==> src/rtl/sdram_burst_scheduler.sv <==
// Burst arbiter for the SDRAM frame buffer: picks refresh, urgent reads or round-robin
// among two camera write ports and two VGA read ports, and owns the per-port frame pointers.
module sdram_burst_scheduler #(
  parameter int ADDR_W     = 23,
  parameter int LEN_W      = 9,
  parameter int USEDW_W    = 10,
  parameter int FIFO_DEPTH = 512,
  parameter int BURST_LEN  = 80,
  parameter int URGENT_WM  = 64,
  parameter int WR1_BASE   = 32'd0,
  parameter int WR1_MAX    = 32'd307200,
  parameter int WR2_BASE   = 32'h0010_0000,
  parameter int WR2_MAX    = 32'h0010_0000 + 32'd307200,
  parameter int RD1_BASE   = 32'd0,
  parameter int RD1_MAX    = 32'd307200,
  parameter int RD2_BASE   = 32'h0010_0000,
  parameter int RD2_MAX    = 32'h0010_0000 + 32'd307200
) (
  input  logic               iCLK,
  input  logic               iRST,
  input  logic               iLOAD,
  input  logic               iRD_EN,
  input  logic [USEDW_W-1:0] iWR1_USEDW,
  input  logic [USEDW_W-1:0] iWR2_USEDW,
  input  logic [USEDW_W-1:0] iRD1_USEDW,
  input  logic [USEDW_W-1:0] iRD2_USEDW,
  input  logic               iREF_REQ,
  output logic               oCMD_VALID,
  output logic [1:0]         oCMD_OP,
  output logic [1:0]         oCMD_PORT,
  output logic [ADDR_W-1:0]  oCMD_ADDR,
  output logic [LEN_W-1:0]   oCMD_LEN,
  input  logic               iCMD_READY,
  input  logic               iCMD_DONE,
  output logic               oBUSY
);

  localparam int AW1 = ADDR_W + 1;
  localparam logic [1:0] OP_WR  = 2'b00;
  localparam logic [1:0] OP_RD  = 2'b01;
  localparam logic [1:0] OP_REF = 2'b10;

  typedef enum logic [1:0] {
    S_IDLE  = 2'b00,
    S_ISSUE = 2'b01,
    S_WAIT  = 2'b10
  } state_t;

  function automatic logic [ADDR_W-1:0] base_of(input logic [1:0] p);
    case (p)
      2'd0:    base_of = ADDR_W'(WR1_BASE);
      2'd1:    base_of = ADDR_W'(WR2_BASE);
      2'd2:    base_of = ADDR_W'(RD1_BASE);
      default: base_of = ADDR_W'(RD2_BASE);
    endcase
  endfunction

  function automatic logic [AW1-1:0] max_of(input logic [1:0] p);
    case (p)
      2'd0:    max_of = AW1'(WR1_MAX);
      2'd1:    max_of = AW1'(WR2_MAX);
      2'd2:    max_of = AW1'(RD1_MAX);
      default: max_of = AW1'(RD2_MAX);
    endcase
  endfunction

  // One extra bit of headroom so ptr + BURST_LEN can never wrap before the MAX compare.
  function automatic logic [ADDR_W-1:0] advance(input logic [1:0] p, input logic [ADDR_W-1:0] ptr);
    logic [AW1-1:0] sum;
    logic [AW1-1:0] nxt;
    sum = {1'b0, ptr} + AW1'(BURST_LEN);
    if (sum >= max_of(p)) begin
      nxt = {1'b0, base_of(p)};
    end else begin
      nxt = sum;
    end
    return nxt[ADDR_W-1:0];
  endfunction

  state_t            state_q, state_d;
  logic              valid_q, valid_d;
  logic [1:0]        op_q, op_d;
  logic [1:0]        port_q, port_d;
  logic [ADDR_W-1:0] addr_q, addr_d;
  logic [LEN_W-1:0]  len_q, len_d;
  logic              busy_q, busy_d;
  logic [1:0]        last_q, last_d;
  logic [ADDR_W-1:0] ptr_q [4];
  logic [ADDR_W-1:0] ptr_d [4];

  logic [3:0] req_s;
  logic [1:0] urg_s;
  logic [3:0] rot_s;
  logic [1:0] off_s;
  logic       win_any_s;
  logic       win_rr_s;
  logic [1:0] win_port_s;
  logic [1:0] win_op_s;

  assign req_s[0] = (32'(iWR1_USEDW) >= 32'(BURST_LEN));
  assign req_s[1] = (32'(iWR2_USEDW) >= 32'(BURST_LEN));
  assign req_s[2] = iRD_EN && (32'(iRD1_USEDW) + 32'(BURST_LEN) <= 32'(FIFO_DEPTH));
  assign req_s[3] = iRD_EN && (32'(iRD2_USEDW) + 32'(BURST_LEN) <= 32'(FIFO_DEPTH));
  assign urg_s[0] = req_s[2] && (32'(iRD1_USEDW) < 32'(URGENT_WM));
  assign urg_s[1] = req_s[3] && (32'(iRD2_USEDW) < 32'(URGENT_WM));

  // Winner selection: refresh, then urgent reads, then round-robin after the last RR grant.
  always_comb begin
    rot_s      = 4'(({req_s, req_s}) >> (last_q + 2'd1));
    off_s      = 2'd0;
    win_any_s  = 1'b0;
    win_rr_s   = 1'b0;
    win_port_s = 2'd0;
    win_op_s   = OP_WR;
    casez (rot_s)
      4'b???1: off_s = 2'd0;
      4'b??10: off_s = 2'd1;
      4'b?100: off_s = 2'd2;
      4'b1000: off_s = 2'd3;
      default: off_s = 2'd0;
    endcase
    if (iREF_REQ) begin
      win_any_s = 1'b1;
      win_op_s  = OP_REF;
    end else if (urg_s[0]) begin
      win_any_s  = 1'b1;
      win_port_s = 2'd2;
      win_op_s   = OP_RD;
    end else if (urg_s[1]) begin
      win_any_s  = 1'b1;
      win_port_s = 2'd3;
      win_op_s   = OP_RD;
    end else begin
      win_any_s  = |req_s;
      win_rr_s   = |req_s;
      win_port_s = last_q + 2'd1 + off_s;
      win_op_s   = win_port_s[1] ? OP_RD : OP_WR;
    end
  end

  // Next-state, command registers and pointer update.
  always_comb begin
    state_d = state_q;
    valid_d = valid_q;
    op_d    = op_q;
    port_d  = port_q;
    addr_d  = addr_q;
    len_d   = len_q;
    busy_d  = busy_q;
    last_d  = last_q;
    ptr_d   = ptr_q;
    case (state_q)
      S_IDLE: begin
        if (!iLOAD && win_any_s) begin
          state_d = S_ISSUE;
          valid_d = 1'b1;
          busy_d  = 1'b1;
          op_d    = win_op_s;
          port_d  = win_port_s;
          addr_d  = (win_op_s == OP_REF) ? {ADDR_W{1'b0}} : ptr_q[win_port_s];
          len_d   = (win_op_s == OP_REF) ? {LEN_W{1'b0}} : LEN_W'(BURST_LEN);
          last_d  = win_rr_s ? win_port_s : last_q;
        end else begin
          state_d = S_IDLE;
        end
      end
      S_ISSUE: begin
        if (iCMD_READY) begin
          state_d = S_WAIT;
          valid_d = 1'b0;
          if (op_q != OP_REF) begin
            ptr_d[port_q] = advance(port_q, ptr_q[port_q]);
          end else begin
            ptr_d[port_q] = ptr_q[port_q];
          end
        end else begin
          state_d = S_ISSUE;
        end
      end
      S_WAIT: begin
        if (iCMD_DONE) begin
          state_d = S_IDLE;
          busy_d  = 1'b0;
        end else begin
          state_d = S_WAIT;
        end
      end
      default: begin
        state_d = S_IDLE;
        valid_d = 1'b0;
        busy_d  = 1'b0;
      end
    endcase
    // Reload wins over a same-cycle advance.
    for (int k = 0; k < 4; k++) begin
      ptr_d[k] = iLOAD ? base_of(2'(k)) : ptr_d[k];
    end
  end

  // State and output registers with synchronous reset.
  always_ff @(posedge iCLK) begin
    if (iRST) begin
      state_q <= S_IDLE;
      valid_q <= 1'b0;
      op_q    <= 2'b00;
      port_q  <= 2'd0;
      addr_q  <= {ADDR_W{1'b0}};
      len_q   <= {LEN_W{1'b0}};
      busy_q  <= 1'b0;
      last_q  <= 2'd3;
      for (int k = 0; k < 4; k++) begin
        ptr_q[k] <= base_of(2'(k));
      end
    end else begin
      state_q <= state_d;
      valid_q <= valid_d;
      op_q    <= op_d;
      port_q  <= port_d;
      addr_q  <= addr_d;
      len_q   <= len_d;
      busy_q  <= busy_d;
      last_q  <= last_d;
      ptr_q   <= ptr_d;
    end
  end

  assign oCMD_VALID = valid_q;
  assign oCMD_OP    = op_q;
  assign oCMD_PORT  = port_q;
  assign oCMD_ADDR  = addr_q;
  assign oCMD_LEN   = len_q;
  assign oBUSY      = busy_q;

endmodule

==> config.mk <==
export PLATFORM = sky130hd
export DESIGN_NAME = sdram_burst_scheduler
export DESIGN_NICKNAME = d
export VERILOG_FILES = /design/src/rtl/sdram_burst_scheduler.sv
export SDC_FILE = /design/constraint.sdc
export NUM_CORES = 1
export LEC_CHECK = 0
export ABC_AREA = 1
export CAP_MARGIN = 10
export CORE_AREA = 10 10 129 155
export CTS_BUF_LIST = sky130_fd_sc_hd__clkbuf_16
export CTS_CLUSTER_DIAMETER = 40
export DETAILED_ROUTE_END_ITERATION = 8
export DIE_AREA = 0 0 139 165
export MAX_ROUTING_LAYER = met4
export PLACE_DENSITY = 0.64
export SYNTH_ARGS = -nofsm -noshare
export SYNTH_HDL_FRONTEND = slang
export SYNTH_SLANG_ARGS = --single-unit
==> constraint.sdc <==
create_clock -name iCLK -period 3.1 [get_ports iCLK]
set_input_delay 0.31 -clock iCLK [delete_from_list [all_inputs] [get_ports iCLK]]
set_output_delay 0.31 -clock iCLK [all_outputs]
set_load 0.02 [all_outputs]
==> results of run 1 <==
-- flip-flops by register name, indices dropped and copies added, names as in the netlist, 2 cells and up --
register and flops:
ptr_q 92, oCMD_ADDR 23, last_q 2, oCMD_OP 2
oCMD_PORT 2, state_q 2
-- synth_stat cells (all sizes together) --
| master | instances |
|---|---|
| o211ai | 4 |
| or2 | 1 |
| a211oi | 1 |
| conb | 1 |
| a21boi | 1 |
| clkinv | 5 |
| a21oi | 130 |
| buf | 26 |
| ha | 4 |
| a31oi | 1 |
| xnor2 | 2 |
| nand4 | 74 |
| clkbuf | 48 |
| nand3b | 2 |
| nand2 | 405 |
| dfxtp | 126 |
| xor2 | 3 |
| a22oi | 4 |
| nor4 | 2 |
| nor3 | 7 |
| nor2 | 54 |
| nand3 | 116 |
| mux2i | 16 |
| o22ai | 3 |
| inv | 99 |
| o21ai | 48 |
-- power breakdown --
group	total, uW	leakage (uW)	switching (uW)	internal [uW]
clock network	2040	0.000290	780	1260
logic	1210	0.00275	731	484
registers	1670	0.00102	21.0	1650
total	4920	0.00406	1530	3390
-- cells by family after synthesis --
family                   count (synthesis)
AND/OR/NAND/NOR                        661
buffers and inverters                  178
AO/OA/AOI/OAI                          192
adder cells (fa/ha/maj)                  4
XOR/XNOR                                 5
multiplexers                            16
other                                    1
flip-flops                             126
-- metal layers --
metal,GRT usage (%),up-vias
met3,3.42,64
met5,-,-
li1,-,4140
met2,37.9,383
met4,7.50,0
met1,26.1,3913
-- metrics by stage --
stage	hold WS, ps	cell area [sq um]	power, uW
after floorplan	441	7540	2340
after global routing	478	9910	5100
after global placement	453	8760	2700
after CTS	463	9360	4730
final	461	9910	4920
after detailed placement	454	8760	2710
-- cell type report --
class                      count  area share [%]
clock buffer                  17            4.29
clock inverter                15            1.74
inverter                     104            3.99
multi-input combinational    885            44.8
sequential                   126            25.5
tap                          216            2.73
timing repair buffer         162            16.9
-- cells in the final DEF (no fill, tap or decap), types with 2 or more instances in the layout --
cell type,synthesis,routed
sky130_fd_sc_hd__nand2_1,397,371
sky130_fd_sc_hd__a21oi_1,129,125
sky130_fd_sc_hd__dfxtp_1,126,124
sky130_fd_sc_hd__nand3_1,115,111
sky130_fd_sc_hd__inv_1,93,92
sky130_fd_sc_hd__nand4_1,74,74
sky130_fd_sc_hd__clkdlybuf4s50_1,0,69
sky130_fd_sc_hd__buf_4,10,67
sky130_fd_sc_hd__o21ai_0,45,42
sky130_fd_sc_hd__nand2_2,6,30
sky130_fd_sc_hd__nor2_1,40,29
sky130_fd_sc_hd__clkbuf_16,0,22
sky130_fd_sc_hd__mux2i_1,16,16
sky130_fd_sc_hd__nor2_4,5,13
sky130_fd_sc_hd__buf_12,0,13
sky130_fd_sc_hd__nor2_2,9,12
sky130_fd_sc_hd__inv_2,6,8
sky130_fd_sc_hd__conb_1,1,7
sky130_fd_sc_hd__buf_6,12,7
sky130_fd_sc_hd__o21ai_1,3,6
sky130_fd_sc_hd__clkinv_1,5,6
sky130_fd_sc_hd__nor3_1,5,5
sky130_fd_sc_hd__nand3_2,1,4
sky130_fd_sc_hd__a21oi_2,1,4
sky130_fd_sc_hd__a22oi_1,4,4
sky130_fd_sc_hd__o211ai_1,4,4
sky130_fd_sc_hd__inv_6,0,3
sky130_fd_sc_hd__nand2_4,2,3
sky130_fd_sc_hd__o22ai_1,3,3
sky130_fd_sc_hd__xor2_1,3,3
sky130_fd_sc_hd__ha_1,4,3
sky130_fd_sc_hd__bufinv_16,0,3
sky130_fd_sc_hd__clkinvlp_4,0,3
sky130_fd_sc_hd__clkinv_4,0,3
sky130_fd_sc_hd__nand3b_1,2,2
sky130_fd_sc_hd__nor4_1,2,2
sky130_fd_sc_hd__dfxtp_4,0,2
-- timing repair --
action                                  CTS  global route
setup buffers                             0            19
gates cloned                              0             6
endpoints found under the setup margin   83            84
pin swaps                                 0            39
resized for setup                         3            82
hold buffers                              0             0
-- worst reg2reg max path: stages, from the launching register on --
cell                        delay (ps)
sky130_fd_sc_hd__dfxtp_4           410
sky130_fd_sc_hd__buf_12            160
sky130_fd_sc_hd__buf_12            130
sky130_fd_sc_hd__nand2_4            90
sky130_fd_sc_hd__nor2_2            120
sky130_fd_sc_hd__nor2_2             50
sky130_fd_sc_hd__nand2_2            90
sky130_fd_sc_hd__nand2_2            90
sky130_fd_sc_hd__nor2_4            120
sky130_fd_sc_hd__nand4_1           160
sky130_fd_sc_hd__nor2_4            170
sky130_fd_sc_hd__xnor2_2           100
sky130_fd_sc_hd__ha_1              320
sky130_fd_sc_hd__nand3_2            80
sky130_fd_sc_hd__nor2_4            110
sky130_fd_sc_hd__nand3_2           100
sky130_fd_sc_hd__nand3_4           120
sky130_fd_sc_hd__nand2_8           120
sky130_fd_sc_hd__clkbuf_16         220
sky130_fd_sc_hd__nand4_1            70
sky130_fd_sc_hd__a21oi_1            70
-- path summary, 6_finish.rpt --
check / depth (start not counted) / startpoint / slack [ps] / to
max: 20 / oCMD_PORT[0]$_SDFFE_PP0P_ / 70 / ptr_q[36]$_SDFFE_PP0P_
min: 2 / oCMD_ADDR[20]$_SDFFE_PP0P_ / 460 / oCMD_ADDR[20]$_SDFFE_PP0P_
max reg2reg: 20 / oCMD_PORT[0]$_SDFFE_PP0P_ / 70 / ptr_q[36]$_SDFFE_PP0P_
min reg2reg: 2 / oCMD_ADDR[20]$_SDFFE_PP0P_ / 460 / oCMD_ADDR[20]$_SDFFE_PP0P_
==> results.md, run 1 <==
Status:
- The flow ran to the end, and the final reports show no timing, DRC or antenna violations.

Die:
- The site row count is 52.
- The die area is 22900 sq um.
- The x dimension of the die is 139 um.
- In this run the vertical extent of the chip is 165 um.
- The floorplan core area is approximately 17000 sq um.
- The initial utilization of the core area, before any placement, comes to ~45%.
- The count of boundary I/O pins is 85.

Worst setup path:
- The slowest stage of the critical path belongs to the cell sky130_fd_sc_hd__dfxtp_4.
- The biggest fanout along the worst timing path is 8.
- Traced cell by cell, the critical path runs through buf_12 -> buf_12 -> nand2_4 -> nor2_2 -> nor2_2 -> nand2_2 -> nand2_2 -> nor2_4 -> nand4_1 -> nor2_4 -> xnor2_2 -> ha_1 -> nand3_2 -> nor2_4 -> nand3_2 -> nand3_4 -> nand2_8 -> clkbuf_16 -> nand4_1 -> a21oi_1.
- The most numerous cell type found on the critical path is sky130_fd_sc_hd__nor2_4.
- The worst setup path is captured at a flip-flop.
- At the worst endpoint, the arrival time is about 3300 ps.
- STA classifies the critical path startpoint as a flip-flop.
- The largest single stage delay on the critical path is 410 ps.
- The dominant delay contributor by cell family on the critical path is simple AND/OR/NAND/NOR gates.
- The buffer and inverter count on the worst path is 3.
- The endpoint required time on the critical path is 3380 ps.
- The critical path is of the flip-flop to flip-flop type.

Route:
- The highest layer used for signal routing is met4.
- After the first detailed-routing iteration, the DRC count stood at just over 800.
- For this block, wires on met1 add up to 11000 um.
- Dividing the detail-routed wire length by the instance count gives 17.3 um.
- The post-detailed-route count of antenna-violating nets is 0.
- For this run, the detailed router's first-pass iteration total came to 6.
- The total number of vias is 8500.
- The detailed route wirelength on metal3 is 2100 um.
- Summed over all nets, wire length on met2 after detailed routing comes to 12600 um.
- Summed over all layers, the routed wires come to 26300 um.
- The detail-routed via count per cell is between 5 and 6.
- The total DRC errors in the routed layout is 0.

Clock tree:
- Counting the buffers created by CTS gives 17.
- The clock root buffer is sky130_fd_sc_hd__clkbuf_16.
- The maximum count of clock buffers along a single path is 2.
- TritonCTS built the clock tree.
- The H-tree was split into 4 levels.
- The latest clock arrival within the worst-skew pair is approximately 430 ps.
- The post-CTS clock slew at the launch and capture registers of the worst setup and hold paths is 60 ps.
- Clock tree synthesis found a total of 126 sinks.

Yosys:
- After synthesis, the cell types taking the most area are sky130_fd_sc_hd__dfxtp_1 (34%), sky130_fd_sc_hd__nand2_1 (20%), sky130_fd_sc_hd__a21oi_1 (8.6%), sky130_fd_sc_hd__nand3_1 (7.7%), sky130_fd_sc_hd__nand4_1 (6.2%).
- The synthesized flop and latch total is around 130.
- In the synthesized netlist, the number of instances is 1183.
- The portion of synthesized area spent on multiplexers is 2.13%.
- The xor and xnor fraction of the mapped netlist area is 0.583%.
- The per-instance average area after synthesis is 6.35 sq um.
- After Yosys synthesis, and, or, nand and nor cells account for 39.1% of the synthesized area.
- The top-area cell type share of the netlist area is between 30% and 40%.
- The cell type with the largest total area after synthesis is sky130_fd_sc_hd__dfxtp_1.
- The share of synthesized area occupied by flip-flops and latches is between 30% and 40%.
- After synthesis, the largest family of logic cells by area is simple AND/OR/NAND/NOR gates.
- After Yosys synthesis, full adders, half adders and majority gates account for less than 1% of the synthesized area.
- The post-synthesis instance area is 7510 sq um.
- The synthesized netlist devotes 13.2% of its cell area to compound gates.
- The Yosys step of the flow raised 0 warnings.
- The count of different cell masters after synthesis is 38.

STA:
- Setup repair after global routing could not meet its margin everywhere.
- Clock skew on the completed layout was measured at 10.1 ps.
- The number of pins exceeding their max-slew limit in the final report is 0.
- The share of the clock period used by the worst path after layout is 97.9%.
- The post-layout minimum cycle time is 3030 ps.
- Headroom to the max-slew limit came out at a little under two fifths.
- The slew at the pin with the worst max-slew slack is 935 ps.
- Summed over all failing endpoints, the final setup total negative slack is 0 ps.
- The setup-violating endpoint count in the final report is 0.
- The hold violation total from the final report is 0.
- For this run, the top clock speed supported by timing is 330 MHz.
- In the post-route analysis, the smallest setup slack over all paths is 65.2 ps.

Finish:
- The number of non-filler instances in the completed layout is 1525.
- The area taken by multi-input logic gates is ~4400 sq um.
- 0 antenna diodes ended up in the layout.
- The proportion of layout cells with a drive suffix above 1 is 15.8%.
- Across the whole layout, storage elements account for 2530 sq um.
- The synthesis-to-layout area growth is 31.9%.
- The final net count is about 1300.
- The number of filler cells placed in the layout is 1633.
- Cells fill a little under 60% of the core in the end.

Global route:
- Global routing consumed, over all layers together, 22.1% of the routing resources.
- The initial antenna violation count is 0.
- The aggregate global routing overflow is 0.
- The maximum number of pins on one net before global-route repair is 37.
- The first global-routing pass estimated 40200 um of wire.
- The number of global-route vias before repair came to 7692.

Pwr:
- For this design the ratio of total power to cell area is just under 500 nW/um^2.
- Across the VDD grid, the largest voltage drop is 382 uV.
- The analysis attributes to cell leakage a power of ~0.0041 uW.

Flow run:
- Across the run, the number of max-cap violations was 0.

Worst hold path:
- The path class of the lowest-slack min-delay path is flip-flop to flip-flop.

Place:
- At the end of routability-driven placement, the weighted congestion stood at about 0.91.
- The total half-perimeter wirelength after legalization and detailed placement is 17100 um.
- The count of buffers added on input and output ports is 69.
- The setup slack at placement is -33.1 ps.
- The number of cells in the design after placement is 1469.
Note: power is estimated with default switching activity, not from simulation.
==> inputs of run 2 (changes only) <==
==> constraint.sdc (replaced) <==
create_clock -name iCLK -period 3.1 [get_ports iCLK]
set_input_delay 0.31 -clock iCLK [delete_from_list [all_inputs] [get_ports iCLK]]
set_output_delay 0.31 -clock iCLK [all_outputs]
set_load 0.05 [all_outputs]
==> results.md, run 2 (synthesis gave the netlist of run 1 again) <==
Worst setup path:
- The kind of launch point of the worst setup path is a flip-flop.
- Walking the worst path, the cells encountered are buf_6 -> clkbuf_16 -> nand3_1 -> nand2_1 -> nor2_4 -> nand2_2 -> nor2_4 -> nand4_1 -> nor2_4 -> xnor2_2 -> ha_1 -> nand3_2 -> nor2_4 -> nand2_2 -> nand3_4 -> nand2_8 -> clkbuf_16 -> nand4_1 -> a21oi_1.
- For the worst flop-to-flop path, the logic depth is 19.
- For flop-to-flop paths, the worst setup slack is -40 ps.
- The number of buffers and inverters on the critical path is 3.
- In this run the critical register-to-register path is captured at ptr_q[12]$_SDFFE_PP0P_.
- The path type of the worst setup path is flip-flop to flip-flop.
- The slowest cell on the critical path is sky130_fd_sc_hd__dfxtp_4.
- The worst setup path is captured at a flip-flop.
- The delay of the slowest cell on the worst path is 400 ps.
- The launch instance of the worst register-to-register path is oCMD_PORT[0]$_SDFFE_PP0P_.
- Data arrives at the worst endpoint at 3490 ps.
- The biggest fanout along the worst timing path is 9.
- The kind of cell with the highest combined delay along the critical path is simple AND/OR/NAND/NOR gates.
- At the worst endpoint, the required time is 3440 ps.
- In this design, the critical path's most frequently occurring cell is sky130_fd_sc_hd__nor2_4.

STA:
- The share of the clock period used by the worst path after layout is 101%.
- Setup violations remaining at the end of the flow were counted as 5.
- Setup repair after global routing could not meet its margin everywhere.
- The worst-case setup margin in the final layout is -45.0 ps.
- The number of pins exceeding their max-slew limit in the final report was 0.
- The hold violation total from the final report was 0.
- The worst pin sits at a relative slew slack of roughly 30%.
- On the final layout, the worst clock skew is between 10 and 15 ps.
- The post-layout minimum cycle time is about 3100 ps.
- The slew at the pin with the worst max-slew slack is 1050 ps.
- Derived from the worst setup path, the maximum achievable clock frequency is 318 MHz.

Pwr:
- The reported leakage power is between 0.004 and 0.005 uW.
- The power per standard cell area is 521 nW/um^2.
- The maximum vdd drop is 387 uV.

Finish:
- The final net count is 1338.
- The finished cells cover 10100 sq um.
- The register area is approximately 2500 sq um.
- The multi-input combinational cells in the finished layout cover a total of about 4600 sq um.
- More flip-flops sit in one register than any other, and that register is ptr_q.
- Leaving out fill and tap cells, the most frequent cells in the layout are sky130_fd_sc_hd__nand2_1 (385), sky130_fd_sc_hd__dfxtp_1 (124), sky130_fd_sc_hd__a21oi_1 (117).
- The area growth from synthesis to layout is 34.1%.
- The most common cell after layout, fill and taps aside is sky130_fd_sc_hd__nand2_1.
- Measured on the finished design, the core utilization comes to 60.0%.
- 0 antenna diodes ended up in the layout.
- The register with the most flip-flops in the layout has 92 of them.
- The proportion of layout cells with a drive suffix above 1 is 15.9%.
- Fill cells in the final layout number 1539.

Place:
- After legalization and detailed placement, the total HPWL measured 17300 um.
- After detailed placement, the total cell area comes to 8700 sq um.
- In this run the tool buffered the top-level ports with 69 buffer cells.
- At the end of routability-driven placement, the weighted congestion stood at 0.920.

Clock tree:
- After clock tree synthesis, the clock-pin slew on the worst setup and hold paths is 60 ps.
- For the worst-skew pair, the clock arrives at the later sink with an insertion delay of 420 ps.
- Buffers inserted during clock tree synthesis total 17.
- The number of clock sinks is approximately 130.
- The tree is rooted in a sky130_fd_sc_hd__clkbuf_16.
- The number of hold buffers added after CTS was 0.
- The clock passes through at most 2 buffers.
- The number of H-tree branching levels is 4.
- The clock tree from TritonCTS is yes.

Global route:
- The initial antenna violation count is 0.
- The number of global-route vias before repair is roughly 7400.
- The aggregate global-route resource usage is 21.6%.
- The aggregate global routing overflow is 0.
- The global-route wire length before repair is 39300 um.
- Entering global routing, the biggest net connects 43 pins.

Die:
- The effective utilization at floorplan is 44.8%.
- The floorplan step set the die height to 165 um.
- In this run the count of I/O pins placed on the die edge is 85.
- Row generation in the floorplan step produced 52 rows.
- The die area is 22900 sq um.
- From left edge to right edge, the die measures 139 um.
- The floorplan core area is 16800 sq um.

Status:
- The checks that failed: negative setup slack.
- The run finished, with violations left.

Route:
- The routed layout has 8461 vias.
- The total DRC errors in the routed layout is 0.
- In this run the remaining antenna-violating nets after routing total 0.
- The pre-antenna-repair detailed-routing pass consisted of 6 iterations.
- The final routed wire length divided by cell count is 17.6 um.
- The detail-routed via count per cell is about 5.6.
- The total wire length is 26600 um.
- In this run, the number of DRC markers left after iteration 0 of detailed routing was 916.

Worst hold path:
- The path class of the lowest-slack min-delay path is flip-flop to flip-flop.
- The worst hold path terminates at oCMD_ADDR[16]$_SDFFE_PP0P_.
- The beginning of the worst hold path is oCMD_ADDR[16]$_SDFFE_PP0P_.
- The hold-critical path depth is 2.

Flow run:
- The number of maximum-capacitance constraint violations is 0.
run 2: cell type report:
class,instances,area share [%]
sequential,126,25.1
clock buffer,17,4.22
tap,216,2.68
timing repair buffer,152,16.6
clock inverter,14,2.15
multi-input combinational,886,45.3
inverter,104,3.95
run 2: how the worst max path moves through the flow:
stage | start | end | slack [ps] | cells past startpoint
global route | oCMD_PORT[0]$_SDFFE_PP0P_ | ptr_q[57]$_SDFFE_PP0P_ | -160 | 19
CTS | oCMD_PORT[0]$_SDFFE_PP0P_ | ptr_q[28]$_SDFFE_PP0P_ | 10 | 20
finish | oCMD_PORT[0]$_SDFFE_PP0P_ | ptr_q[12]$_SDFFE_PP0P_ | -40 | 19
global placement | iRD2_USEDW[1] | oCMD_ADDR[12]$_SDFFE_PP0P_ | -10 | 19
floorplan | oCMD_PORT[0]$_SDFFE_PP0P_ | ptr_q[4]$_SDFFE_PP0P_ | 130 | 20
detailed placement | iRD2_USEDW[1] | oCMD_ADDR[12]$_SDFFE_PP0P_ | -30 | 19
run 2: worst register-to-register path: cells and delay by family, from the launching register on:
family	cells	cell delay (ps)
compound gates	1	170
simple gates	13	1590
xor+xnor	1	80
flops	1	400
buf+inv	3	500
fa+ha+maj	1	340
run 2: per-stage QoR:
| step | TNS (ps) | total power (uW) | setup WS [ps] | instances | hold WS [ps] |
|---|---|---|---|---|---|
| global route | -7130 | 5410 | -161 | 1515 | 477 |
| global placement | -15.7 | 2780 | -10.3 | 1460 | 451 |
| detailed placement | -154 | 2790 | -33.3 | 1460 | 454 |
| finish | -125 | 5260 | -45.0 | 1515 | 462 |
| CTS | 0 | 4950 | 11.9 | 1491 | 464 |
| floorplan | 0 | 2400 | 131 | 1189 | 441 |
run 2: where the power goes:
part / internal [uW] / total, uW / switching (uW)
Combinational: 565 / 1400 / 836
Clock: 1430 / 2180 / 759
Sequential: 1650 / 1670 / 24.3
Total: 3640 / 5260 / 1620
run 2: routing by layer:
layer / up-vias / wire length [um] / share of wire [%] / GRT usage, %
li1: 4133 / - / - / -
met1: 3882 / 11100 / 42 / 26.5
met2: 388 / 12700 / 48 / 36.8
met3: 58 / 2190 / 8.2 / 3.53
met4: 0 / 686 / 2.6 / 4.32
met5: - / 0 / 0 / -
run 2: what timing repair did:
item / in CTS / in global routing
endpoints found under the setup margin: 49 / 107
cloned: 0 / 12
pin swaps: 0 / 16
setup buffers: 0 / 13
gates resized for setup: 1 / 92
